===== config.mk =====
export PLATFORM = sky130hd
export DESIGN_NAME = uart_tx_arbiter_flat
export DESIGN_NICKNAME = d
export VERILOG_FILES = /design/src/rtl/uart_tx_arbiter_if.sv /design/src/rtl/uart_tx_arbiter.sv /design/src/flat_wrapper.sv
export SDC_FILE = /design/constraint.sdc
export NUM_CORES = 1
export LEC_CHECK = 0
export CAP_MARGIN = 20
export CORE_ASPECT_RATIO = 0.7
export CORE_MARGIN = 2
export CORE_UTILIZATION = 45
export CTS_BUF_LIST = sky130_fd_sc_hd__clkbuf_8
export CTS_CLUSTER_SIZE = 12
export DETAILED_ROUTE_END_ITERATION = 10
export PLACE_DENSITY = 0.86
export SKIP_LAST_GASP = 1
export SYNTH_ARGS = -nofsm -noshare
export SYNTH_HDL_FRONTEND = slang
export SYNTH_SLANG_ARGS = --single-unit

===== constraint.sdc =====
create_clock -name clk -period 2.33 [get_ports clk]
set_clock_uncertainty 0.05 [all_clocks]
set_input_delay 0.466 -clock clk [delete_from_list [all_inputs] [get_ports clk]]
set_output_delay 0.466 -clock clk [all_outputs]
set_load 0.01 [all_outputs]

===== src/rtl/uart_tx_arbiter_if.sv =====
// Handshake and transmitter-side bundle for the UART TX arbiter.
// master: requesters plus the transmitter busy line; slave: the arbiter.
interface uart_tx_arbiter_if #(
    parameter int FRAME_WIDTH = 8
);
    logic                   req0_valid;
    logic                   req1_valid;
    logic [FRAME_WIDTH-1:0] req0_data;
    logic [FRAME_WIDTH-1:0] req1_data;
    logic                   req0_par_en;
    logic                   req0_par_typ;
    logic                   req1_par_en;
    logic                   req1_par_typ;
    logic                   req0_ready;
    logic                   req1_ready;
    logic                   busy;
    logic                   Data_Valid;
    logic [FRAME_WIDTH-1:0] P_Data;
    logic                   par_en;
    logic                   PAR_TYP;
    logic                   grant_id;
    logic                   timeout_err;

    modport master (
        output req0_valid, req1_valid, req0_data, req1_data,
               req0_par_en, req0_par_typ, req1_par_en, req1_par_typ, busy,
        input  req0_ready, req1_ready, Data_Valid, P_Data, par_en, PAR_TYP,
               grant_id, timeout_err
    );

    modport slave (
        input  req0_valid, req1_valid, req0_data, req1_data,
               req0_par_en, req0_par_typ, req1_par_en, req1_par_typ, busy,
        output req0_ready, req1_ready, Data_Valid, P_Data, par_en, PAR_TYP,
               grant_id, timeout_err
    );
endinterface


===== src/rtl/uart_tx_arbiter.sv =====
// Round-robin arbiter sharing one UART transmitter between two requesters.
// Launches one frame at a time and waits for the transmitter to go busy and
// finish; flags a timeout when busy never rises after a launch.
module uart_tx_arbiter #(
    parameter int FRAME_WIDTH = 8,
    parameter int TIMEOUT     = 16
) (
    input logic              clk,
    input logic              reset,
    uart_tx_arbiter_if.slave bus
);
    localparam int              CW       = $clog2(TIMEOUT + 1);
    localparam logic [CW-1:0]   CNT_LAST = CW'(TIMEOUT - 1);

    typedef enum logic [1:0] {
        IDLE,
        LAUNCH,
        WAIT_BUSY,
        WAIT_DONE
    } state_t;

    state_t                 state_q, state_d;
    logic [CW-1:0]          cnt_q, cnt_d;
    logic                   last_grant_q, last_grant_d;
    logic                   dv_q, dv_d;
    logic                   to_q, to_d;
    logic [FRAME_WIDTH-1:0] p_data_q, p_data_d;
    logic                   par_en_q, par_en_d;
    logic                   par_typ_q, par_typ_d;
    logic                   grant_q, grant_d;
    logic                   win0, win1;

    assign bus.Data_Valid  = dv_q;
    assign bus.P_Data      = p_data_q;
    assign bus.par_en      = par_en_q;
    assign bus.PAR_TYP     = par_typ_q;
    assign bus.grant_id    = grant_q;
    assign bus.timeout_err = to_q;

    // Next-state, arbitration and combinational ready generation
    always_comb begin
        win0         = bus.req0_valid && (!bus.req1_valid || last_grant_q);
        win1         = bus.req1_valid && (!bus.req0_valid || !last_grant_q);
        state_d      = state_q;
        cnt_d        = cnt_q;
        last_grant_d = last_grant_q;
        p_data_d     = p_data_q;
        par_en_d     = par_en_q;
        par_typ_d    = par_typ_q;
        grant_d      = grant_q;
        dv_d         = 1'b0;
        to_d         = 1'b0;
        bus.req0_ready = 1'b0;
        bus.req1_ready = 1'b0;

        case (state_q)
            IDLE: begin
                if (reset && !bus.busy && (win0 || win1)) begin
                    bus.req0_ready = win0;
                    bus.req1_ready = win1;
                    p_data_d       = win1 ? bus.req1_data    : bus.req0_data;
                    par_en_d       = win1 ? bus.req1_par_en  : bus.req0_par_en;
                    par_typ_d      = win1 ? bus.req1_par_typ : bus.req0_par_typ;
                    grant_d        = win1;
                    last_grant_d   = win1;
                    dv_d           = 1'b1;
                    state_d        = LAUNCH;
                end
            end
            LAUNCH: begin
                cnt_d   = '0;
                state_d = WAIT_BUSY;
            end
            WAIT_BUSY: begin
                if (bus.busy) begin
                    cnt_d   = '0;
                    state_d = WAIT_DONE;
                end else if (cnt_q == CNT_LAST) begin
                    // counter reaches TIMEOUT on this edge; error is registered
                    // so it shows in the first IDLE cycle
                    cnt_d   = '0;
                    to_d    = 1'b1;
                    state_d = IDLE;
                end else begin
                    cnt_d = cnt_q + CW'(1);
                end
            end
            WAIT_DONE: begin
                if (!bus.busy) begin
                    state_d = IDLE;
                end
            end
            default: state_d = IDLE;
        endcase
    end

    // State and output registers with synchronous active-low reset
    always_ff @(posedge clk) begin
        if (!reset) begin
            state_q      <= IDLE;
            cnt_q        <= '0;
            last_grant_q <= 1'b1;
            dv_q         <= 1'b0;
            to_q         <= 1'b0;
            p_data_q     <= '0;
            par_en_q     <= 1'b0;
            par_typ_q    <= 1'b0;
            grant_q      <= 1'b0;
        end else begin
            state_q      <= state_d;
            cnt_q        <= cnt_d;
            last_grant_q <= last_grant_d;
            dv_q         <= dv_d;
            to_q         <= to_d;
            p_data_q     <= p_data_d;
            par_en_q     <= par_en_d;
            par_typ_q    <= par_typ_d;
            grant_q      <= grant_d;
        end
    end
endmodule


===== src/flat_wrapper.sv =====
// flat-port wrapper written by rule: the top's interface ports become plain ports
module uart_tx_arbiter_flat 
#(
    parameter int FRAME_WIDTH = 8,
    parameter int TIMEOUT     = 16
)
  (clk, reset, bus_req0_valid, bus_req1_valid, bus_req0_data, bus_req1_data, bus_req0_par_en, bus_req0_par_typ, bus_req1_par_en, bus_req1_par_typ, bus_busy, bus_req0_ready, bus_req1_ready, bus_Data_Valid, bus_P_Data, bus_par_en, bus_PAR_TYP, bus_grant_id, bus_timeout_err);
  uart_tx_arbiter_if #(.FRAME_WIDTH(FRAME_WIDTH)) bus_i ();
  input logic clk;
  input logic reset;
  input wire logic [$bits(bus_i.req0_valid)-1:0] bus_req0_valid;
  input wire logic [$bits(bus_i.req1_valid)-1:0] bus_req1_valid;
  input wire logic [$bits(bus_i.req0_data)-1:0] bus_req0_data;
  input wire logic [$bits(bus_i.req1_data)-1:0] bus_req1_data;
  input wire logic [$bits(bus_i.req0_par_en)-1:0] bus_req0_par_en;
  input wire logic [$bits(bus_i.req0_par_typ)-1:0] bus_req0_par_typ;
  input wire logic [$bits(bus_i.req1_par_en)-1:0] bus_req1_par_en;
  input wire logic [$bits(bus_i.req1_par_typ)-1:0] bus_req1_par_typ;
  input wire logic [$bits(bus_i.busy)-1:0] bus_busy;
  output wire logic [$bits(bus_i.req0_ready)-1:0] bus_req0_ready;
  output wire logic [$bits(bus_i.req1_ready)-1:0] bus_req1_ready;
  output wire logic [$bits(bus_i.Data_Valid)-1:0] bus_Data_Valid;
  output wire logic [$bits(bus_i.P_Data)-1:0] bus_P_Data;
  output wire logic [$bits(bus_i.par_en)-1:0] bus_par_en;
  output wire logic [$bits(bus_i.PAR_TYP)-1:0] bus_PAR_TYP;
  output wire logic [$bits(bus_i.grant_id)-1:0] bus_grant_id;
  output wire logic [$bits(bus_i.timeout_err)-1:0] bus_timeout_err;
  assign bus_i.req0_valid = bus_req0_valid;
  assign bus_i.req1_valid = bus_req1_valid;
  assign bus_i.req0_data = bus_req0_data;
  assign bus_i.req1_data = bus_req1_data;
  assign bus_i.req0_par_en = bus_req0_par_en;
  assign bus_i.req0_par_typ = bus_req0_par_typ;
  assign bus_i.req1_par_en = bus_req1_par_en;
  assign bus_i.req1_par_typ = bus_req1_par_typ;
  assign bus_i.busy = bus_busy;
  assign bus_req0_ready = bus_i.req0_ready;
  assign bus_req1_ready = bus_i.req1_ready;
  assign bus_Data_Valid = bus_i.Data_Valid;
  assign bus_P_Data = bus_i.P_Data;
  assign bus_par_en = bus_i.par_en;
  assign bus_PAR_TYP = bus_i.PAR_TYP;
  assign bus_grant_id = bus_i.grant_id;
  assign bus_timeout_err = bus_i.timeout_err;
  uart_tx_arbiter #(.FRAME_WIDTH(FRAME_WIDTH), .TIMEOUT(TIMEOUT)) u_core (.clk(clk), .reset(reset), .bus(bus_i));
endmodule

==> results.json <==
{
  "status": "finished, final reports clean",
  "clk_pin_slew_ns": 0.07,
  "ant_nets": 0,
  "cp.arrival_ns": 1.69,
  "wl_per_cell_um": 13.7,
  "drv_slew": 0,
  "cts-hold-fix-buffers": 0,
  "hold_slack_ns": 0.433,
  "finalHoldViolCount": 0,
  "timing.rr.start": "u_core.state_q[1]$_SDFFE_PN0P_",
  "synth_compound_area_share_pct": 23.6,
  "post-synth-top-area-cell": "dfxtp_1",
  "antenna_found_initial": 0,
  "ioPinCount": 40,
  "yosysWarnings": 0,
  "fp.dieW_um": 62.4,
  "place_inst": 185,
  "syn_area_per_cell_um2": 9.86,
  "via_count": 989,
  "synth_area_um2": 1070,
  "fmax_mhz": 454,
  "rows": 14,
  "cp-start-kind": "flop",
  "coreArea_um2": 2210,
  "cp.required_ns": 1.81,
  "clk_latency_ns": 0.25,
  "synth-adder-area-share_pct": 5.82,
  "synth_cell_type_count": 30,
  "p_leak_nw": 0.603,
  "min_period_over_period_pct": 94.5,
  "path_depth": 6,
  "ys_ff_latch": 21,
  "path_cells": "inv_1, ha_2, nor2b_4, nor3b_4, and3b_1, dlygate4sd2_1",
  "reg2reg_to": "u_core.cnt_q[3]$_SDFFE_PN0P_",
  "grt_max_degree": 23,
  "fin_cells": 189,
  "reg2regPathDepth": 5,
  "die_h_um": 44.9,
  "hp-start": "u_core.cnt_q[4]$_SDFFE_PN0P_",
  "drc": 0,
  "fin_nets": 188,
  "numClockSinks": 21,
  "critPathTopFamily": "simple AND/OR/NAND/NOR gates",
  "n_antenna_cell": 0,
  "muxShareOfSynthArea_pct": 9.31,
  "grt-ovfl-total": 0,
  "worst_setup_path_end_kind": "output pin",
  "final_cell_mix": "clkdlybuf4s50_1 (36), dfxtp_1 (21), nor2_1 (12)",
  "maxCapViolations": 0,
  "syn_inst": 109,
  "yosys.area_share.simple_pct": 18.3,
  "critPathKind": "reg2out",
  "synth_top_family_by_area": "compound AO/OA/AOI/OAI gates",
  "h-tree-depth": 1,
  "start_util_pct": 48.7,
  "synth_top_area_share_pct": 39.1,
  "vdd_drop_max_mv": 0.464,
  "die-area_um2": 2800,
  "numCtsBuffers": 3,
  "gp_congestion": 0.805,
  "synth-xor-area-share_pct": 0,
  "clockRootBuffer": "clkbuf_8",
  "drive_gt1_share_pct": 18.5,
  "io_buffers": 39,
  "grt_use_total_pct": 19.6,
  "p_total_mw": 1.17,
  "hp-class": "reg2reg",
  "place_ws_ns": -0.184,
  "final_common_cell": "clkdlybuf4s50_1",
  "rsz0062_at_grt": "no",
  "hpwl_um": 1970,
  "synth-seq-area-share_pct": 39.1,
  "drt-pass1-iter-count": 4,
  "wirelength_um": 2580,
  "holdPathStages": 2,
  "cts_tree": "done",
  "power_density_nw_per_um2": 730,
  "worst_slack_ns": 0.129,
  "worst_pin_slew_ns": 0.401,
  "hold_end": "u_core.cnt_q[4]$_SDFFE_PN0P_",
  "crit_fanout": 4,
  "setup_viol": 0,
  "crit_slowest_cell": "dfxtp_1",
  "drt_iter0_markers": 23,
  "slowest_delay_ns": 0.35,
  "fin_util_pct": 72.6,
  "period_needed_ns": 2.20,
  "grt_pass1_wl_um": 4210,
  "syn_to_final_growth_pct": 49.0,
  "clk_path_buf_depth": 2,
  "grt_pass1_vias": 972,
  "cp_num_buf_inv": 2,
  "synth_area_leaders": "dfxtp_1 (39%), a211oi_2 (9.3%), mux2i_1 (9.3%)",
  "viasPerCell": 5.23,
  "rrSetupSlack_ns": 0.56,
  "syn_nets": 139,
  "relSlewSlack_pct": 73.0
}
==> per-layer routing <==
metal	track usage [%]	up-vias	share of wire, %
li1	-	493	-
met1	21.3	460	45
met2	36.8	34	47
met3	7.73	2	7.2
met4	5.33	0	1.0
met5	0	-	0
==> metrics by stage <==
step | cell area, um2 | setup TNS (ns)
floorplan | 1070 | 0
global placement | 1550 | -0.276
detailed placement | 1550 | -0.324
CTS | 1600 | 0
global route | 1600 | 0
finish | 1600 | 0
==> sequential cells by signal (all words and copies together), names as in the netlist <==
register and flops:
u_core.last_grant_q 1, u_core.cnt_q 5, u_core.bus.PAR_TYP 1, u_core.bus.P_Data 8, u_core.state_q 2, u_core.bus.Data_Valid 1, u_core.bus.par_en 1, u_core.bus.timeout_err 1
u_core.bus.grant_id 1
==> power breakdown <==
part | total, mW | internal, mW | switching [mW]
clock | 0.227 | 0.117 | 0.110
sequential | 0.449 | 0.410 | 0.0389
combinational | 0.494 | 0.270 | 0.224
==> cells in the mapped netlist <==
master,instances
nor4_1,1
buf_2,3
inv_1,3
mux2i_1,10
nor2b_2,1
a31oi_1,1
a311oi_1,2
or3b_2,1
dfxtp_1,21
a21oi_1,10
a21boi_2,1
nor3b_4,1
or3b_1,1
o21ai_2,1
nand2b_1,5
buf_4,2
and3b_1,1
ha_1,5
nand4b_1,1
a21o_1,2
o21ai_0,1
nor2b_4,1
a31o_2,1
o31a_1,1
nand3_1,3
o31ai_1,1
nor2_1,12
a211oi_2,8
nand2_1,6
a211oi_1,2
==> worst max path at each step <==
stage	start	endpoint	slack [ns]
final	u_core.state_q[0]$_SDFFE_PN0P_	bus_req0_ready	0.13
after global placement	bus_req0_valid	bus_req0_ready	-0.15
after global routing	u_core.state_q[0]$_SDFFE_PN0P_	bus_req0_ready	0.02
after detailed placement	bus_req0_valid	bus_req0_ready	-0.18
after floorplan	u_core.state_q[0]$_SDFFE_PN0P_	bus_req0_ready	0.43
after CTS	u_core.state_q[0]$_SDFFE_PN0P_	bus_req0_ready	0.12
==> final cells by class <==
class                      count  area [um2]
fill                         174         606
inverter                       3        11.3
clock inverter                 1        3.75
timing repair buffer          49         462
tap                           32        40.0
sequential                    21         420
clock buffer                   3        41.3
multi-input combinational     80         623
==> logic make-up (layout without fill, tap and decap cells) <==
| kind of cell | count (synthesis) | count (layout) |
|---|---|---|
| AOI/OAI and AO/OA | 31 | 31 |
| adders and majority gates | 5 | 5 |
| buffers and inverters | 8 | 56 |
| DFF | 21 | 21 |
| muxes | 10 | 10 |
| and+or+nand+nor | 34 | 34 |
==> worst register-to-register path: cells and delay by family, from the launching register on <==
family                     cells  cell delay (ns)
and+or+nand+nor                1             0.45
AOI/OAI and AO/OA              2             0.28
DFF                            1             0.42
buffers and inverters          1             0.09
adders and majority gates      1             0.41
==> repair_timing <==
item                       4_1_cts  5_1_grt
gates resized for setup          5        0
setup endpoints to repair        2        0
buffers inserted                 0        0
Power figures use the tool's default switching activity.
==> variant (config.mk and constraints unchanged) <==
The 4 states of `state_t` get a one-hot encoding in 4 bits.
--- a/src/rtl/uart_tx_arbiter.sv
+++ b/src/rtl/uart_tx_arbiter.sv
@@ -13,9 +13,9 @@
     localparam logic [CW-1:0]   CNT_LAST = CW'(TIMEOUT - 1);
 
-    typedef enum logic [1:0] {
-        IDLE,
-        LAUNCH,
-        WAIT_BUSY,
-        WAIT_DONE
+    typedef enum logic [3:0] {
+        IDLE      = 4'b0001,
+        LAUNCH    = 4'b0010,
+        WAIT_BUSY = 4'b0100,
+        WAIT_DONE = 4'b1000
     } state_t;
 
Check against the original RTL: no difference found for any inputs over 10 cycles, from zero or initial values and one cycle with reset low; not proved beyond that.
==> variant against the original RTL <==
- design area rose by 0.16%
- fmax fell by 2.5%
- synthesized area fell by 2.7%
- core utilization rose by 1.3 points
- setup slack got worse by 0.056 ns
- sequential cell count rose by 2
- via count rose by 2.6%
- synthesized cell count rose by 3.7%
- wire length rose by 0.54%
Power is not compared: it rests on default switching activity, and its combinational part moved more than twofold at a synthesized area within 25%.
==> variant: results (changes against the original RTL) <==
- The run finished with clean final reports.
- Worst-Skew Late Latency: between 0.2 and 0.3 ns
- In this run the most critical hold path is launched from u_core.cnt_q[4].
- The overall via count from detail_route was 1015 (+2.6%).
* Proportion of power drawn by combinational gates: 0.209
- The endpoint identified for the worst register-to-register timing path is u_core.cnt_q[3].
- Buffers added on ports: 39 (unchanged)
- Maximum level of the CTS H-tree: 1 (unchanged)
- On the critical path, the stage with the largest delay is an instance of sky130_fd_sc_hd__clkdlybuf4s50_1.
* Filler cell count in the final layout: 171 (-1.7%)
- Final weighted congestion in routability-driven placement: 0.842 (+4.6%)
- Flip-flop count of the largest register after layout: 8 (unchanged)
- Drt initial violations: 33 (+43%)
- Finished Layout Cells: 194 (+2.6%)
* Worst-case vdd ir drop: 0.000364 V
- Following the worst setup path forward leads to its endpoint at bus_req0_ready.
- The most critical setup path has its startpoint at reset.
- The total nets after synthesis came to 139 (unchanged).
- The largest net degree at the start of global routing is 22 (-4.3%).
- The commonest cells after synthesis are sky130_fd_sc_hd__dfxtp_1 (23), sky130_fd_sc_hd__nor2_1 (20), sky130_fd_sc_hd__mux2i_1 (11).
- Tot Pwr: 843 uW
- Seq. pwr: 423 uW
- The final antenna diode count is 0 (unchanged).
* Root buffer selected by CTS: sky130_fd_sc_hd__clkbuf_8
- Startpoint of the lowest-slack register-to-register path: u_core.state_q[0]
- The detailed-route wire length per cell was 13.4 um (-2.0%).
* Clock-pin slew on the worst setup and hold paths: around 0.08 ns
* Static leakage: 0.625 nW
- Portion of the post-synthesis area used by sequential elements: 0.440 (+0.0490)
- Wire length of the first global-routing pass: 4190 um (-0.50%)
- The critical path's largest stage delay came to 0.48 ns (+0.13 ns).
* Share of final-layout standard cells stronger than drive strength 1: 0.111 (-0.0736)
- The number of iterations in the first detailed-routing pass is 4 (unchanged).
* Hold WC Path Type: flip-flop to flip-flop
- Count of unique library cells instantiated by Yosys: 34 (+13%)
- Minimum clock period after layout: 2.26 ns (+0.0559 ns)
- The path with the worst hold slack has its endpoint at u_core.cnt_q[4].
- Via count of the first global-routing pass: 944 (-2.9%)
- Ranking of synthesized cells by area: sky130_fd_sc_hd__dfxtp_1 (44%), sky130_fd_sc_hd__mux2i_1 (11%), sky130_fd_sc_hd__a211oi_1 (7.2%)
* FF-to-FF setup slack: 0.45 ns (-0.11 ns)
* Biggest fanout along the worst timing path: 3 (-1)
- The overall global routing resource usage came to 0.211 (+0.0150).
- The number of cells on the worst hold path was 1 (-1).
* Detailed-placement wirelength estimate: 1990 um (+1.2%)
- Hold slack: 0.435 ns (+0.00203 ns)
- Buffers from clock root to sink, at most: 2 (unchanged)
- Proportion of synthesized flip-flops having asynchronous set or reset: 0 (unchanged)
- Count of cells along the worst register-to-register path: 4 (-1)
* Number of instances in the synthesized netlist: 113 (+3.7%)
- Setup WS pre-CTS: -0.234 ns (-0.0499 ns)
* Sequential cell area: 460 um2 (+9.5%)
- The slew of the pin with the lowest slew margin was 0.506 ns (+0.105 ns).
[variant: changes by cell type in the layout (fill, tap and decap cells not counted), moves of 3 or more]
| cell | before | now |
|---|---|---|
| sky130_fd_sc_hd__a211oi_1 | 2 | 10 |
| sky130_fd_sc_hd__nand2b_1 | 5 | 2 |
| sky130_fd_sc_hd__ha_1 | 4 | 1 |
| sky130_fd_sc_hd__a21oi_1 | 10 | 0 |
| sky130_fd_sc_hd__nand2_1 | 6 | 2 |
| sky130_fd_sc_hd__nor2_1 | 12 | 20 |
| sky130_fd_sc_hd__a211oi_2 | 8 | 0 |
[variant: logic make-up (layout without fill, tap and decap cells)]
family / after synthesis / in the layout / synth area share
adders and majority gates: 1 / 1 / 0.0120
buffers and inverters: 9 / 58 / 0.0359
xor gates and xnor gates: 1 / 1 / 0.00837
DFF: 23 / 23 / 0.440
AOI/OAI and AO/OA: 25 / 25 / 0.193
muxes: 11 / 11 / 0.105
and+or+nand+nor: 43 / 43 / 0.206
[variant: timing repair]
| action | CTS | global route |
|---|---|---|
| gates resized for setup | 4 | 0 |
| endpoints found under the setup margin | 2 | 0 |
| setup buffers | 0 | 0 |
[variant: per-layer routing]
layer  wire (um)  global-route usage  up-vias
li1            -                   -      515
met1        1100               0.241      464
met4          25              0.0511        0
met5           0                   0        -
met2        1310               0.377       32
met3         158              0.0731        4
[variant: critical path: cells and delay by family]
kind | cells | cell delay [ns]
buf+inv | 2 | 0.77
simple gates | 3 | 0.50
[variant: area by class of cell]
type                            instances  share of cell area
Clock buffer                            3              0.0257
Clock inverter                          1             0.00312
Inverter                                3             0.00702
Multi-Input combinational cell         81               0.346
Sequential cell                        23               0.287
Tap cell                               32              0.0250
Timing Repair Buffer                   51               0.306
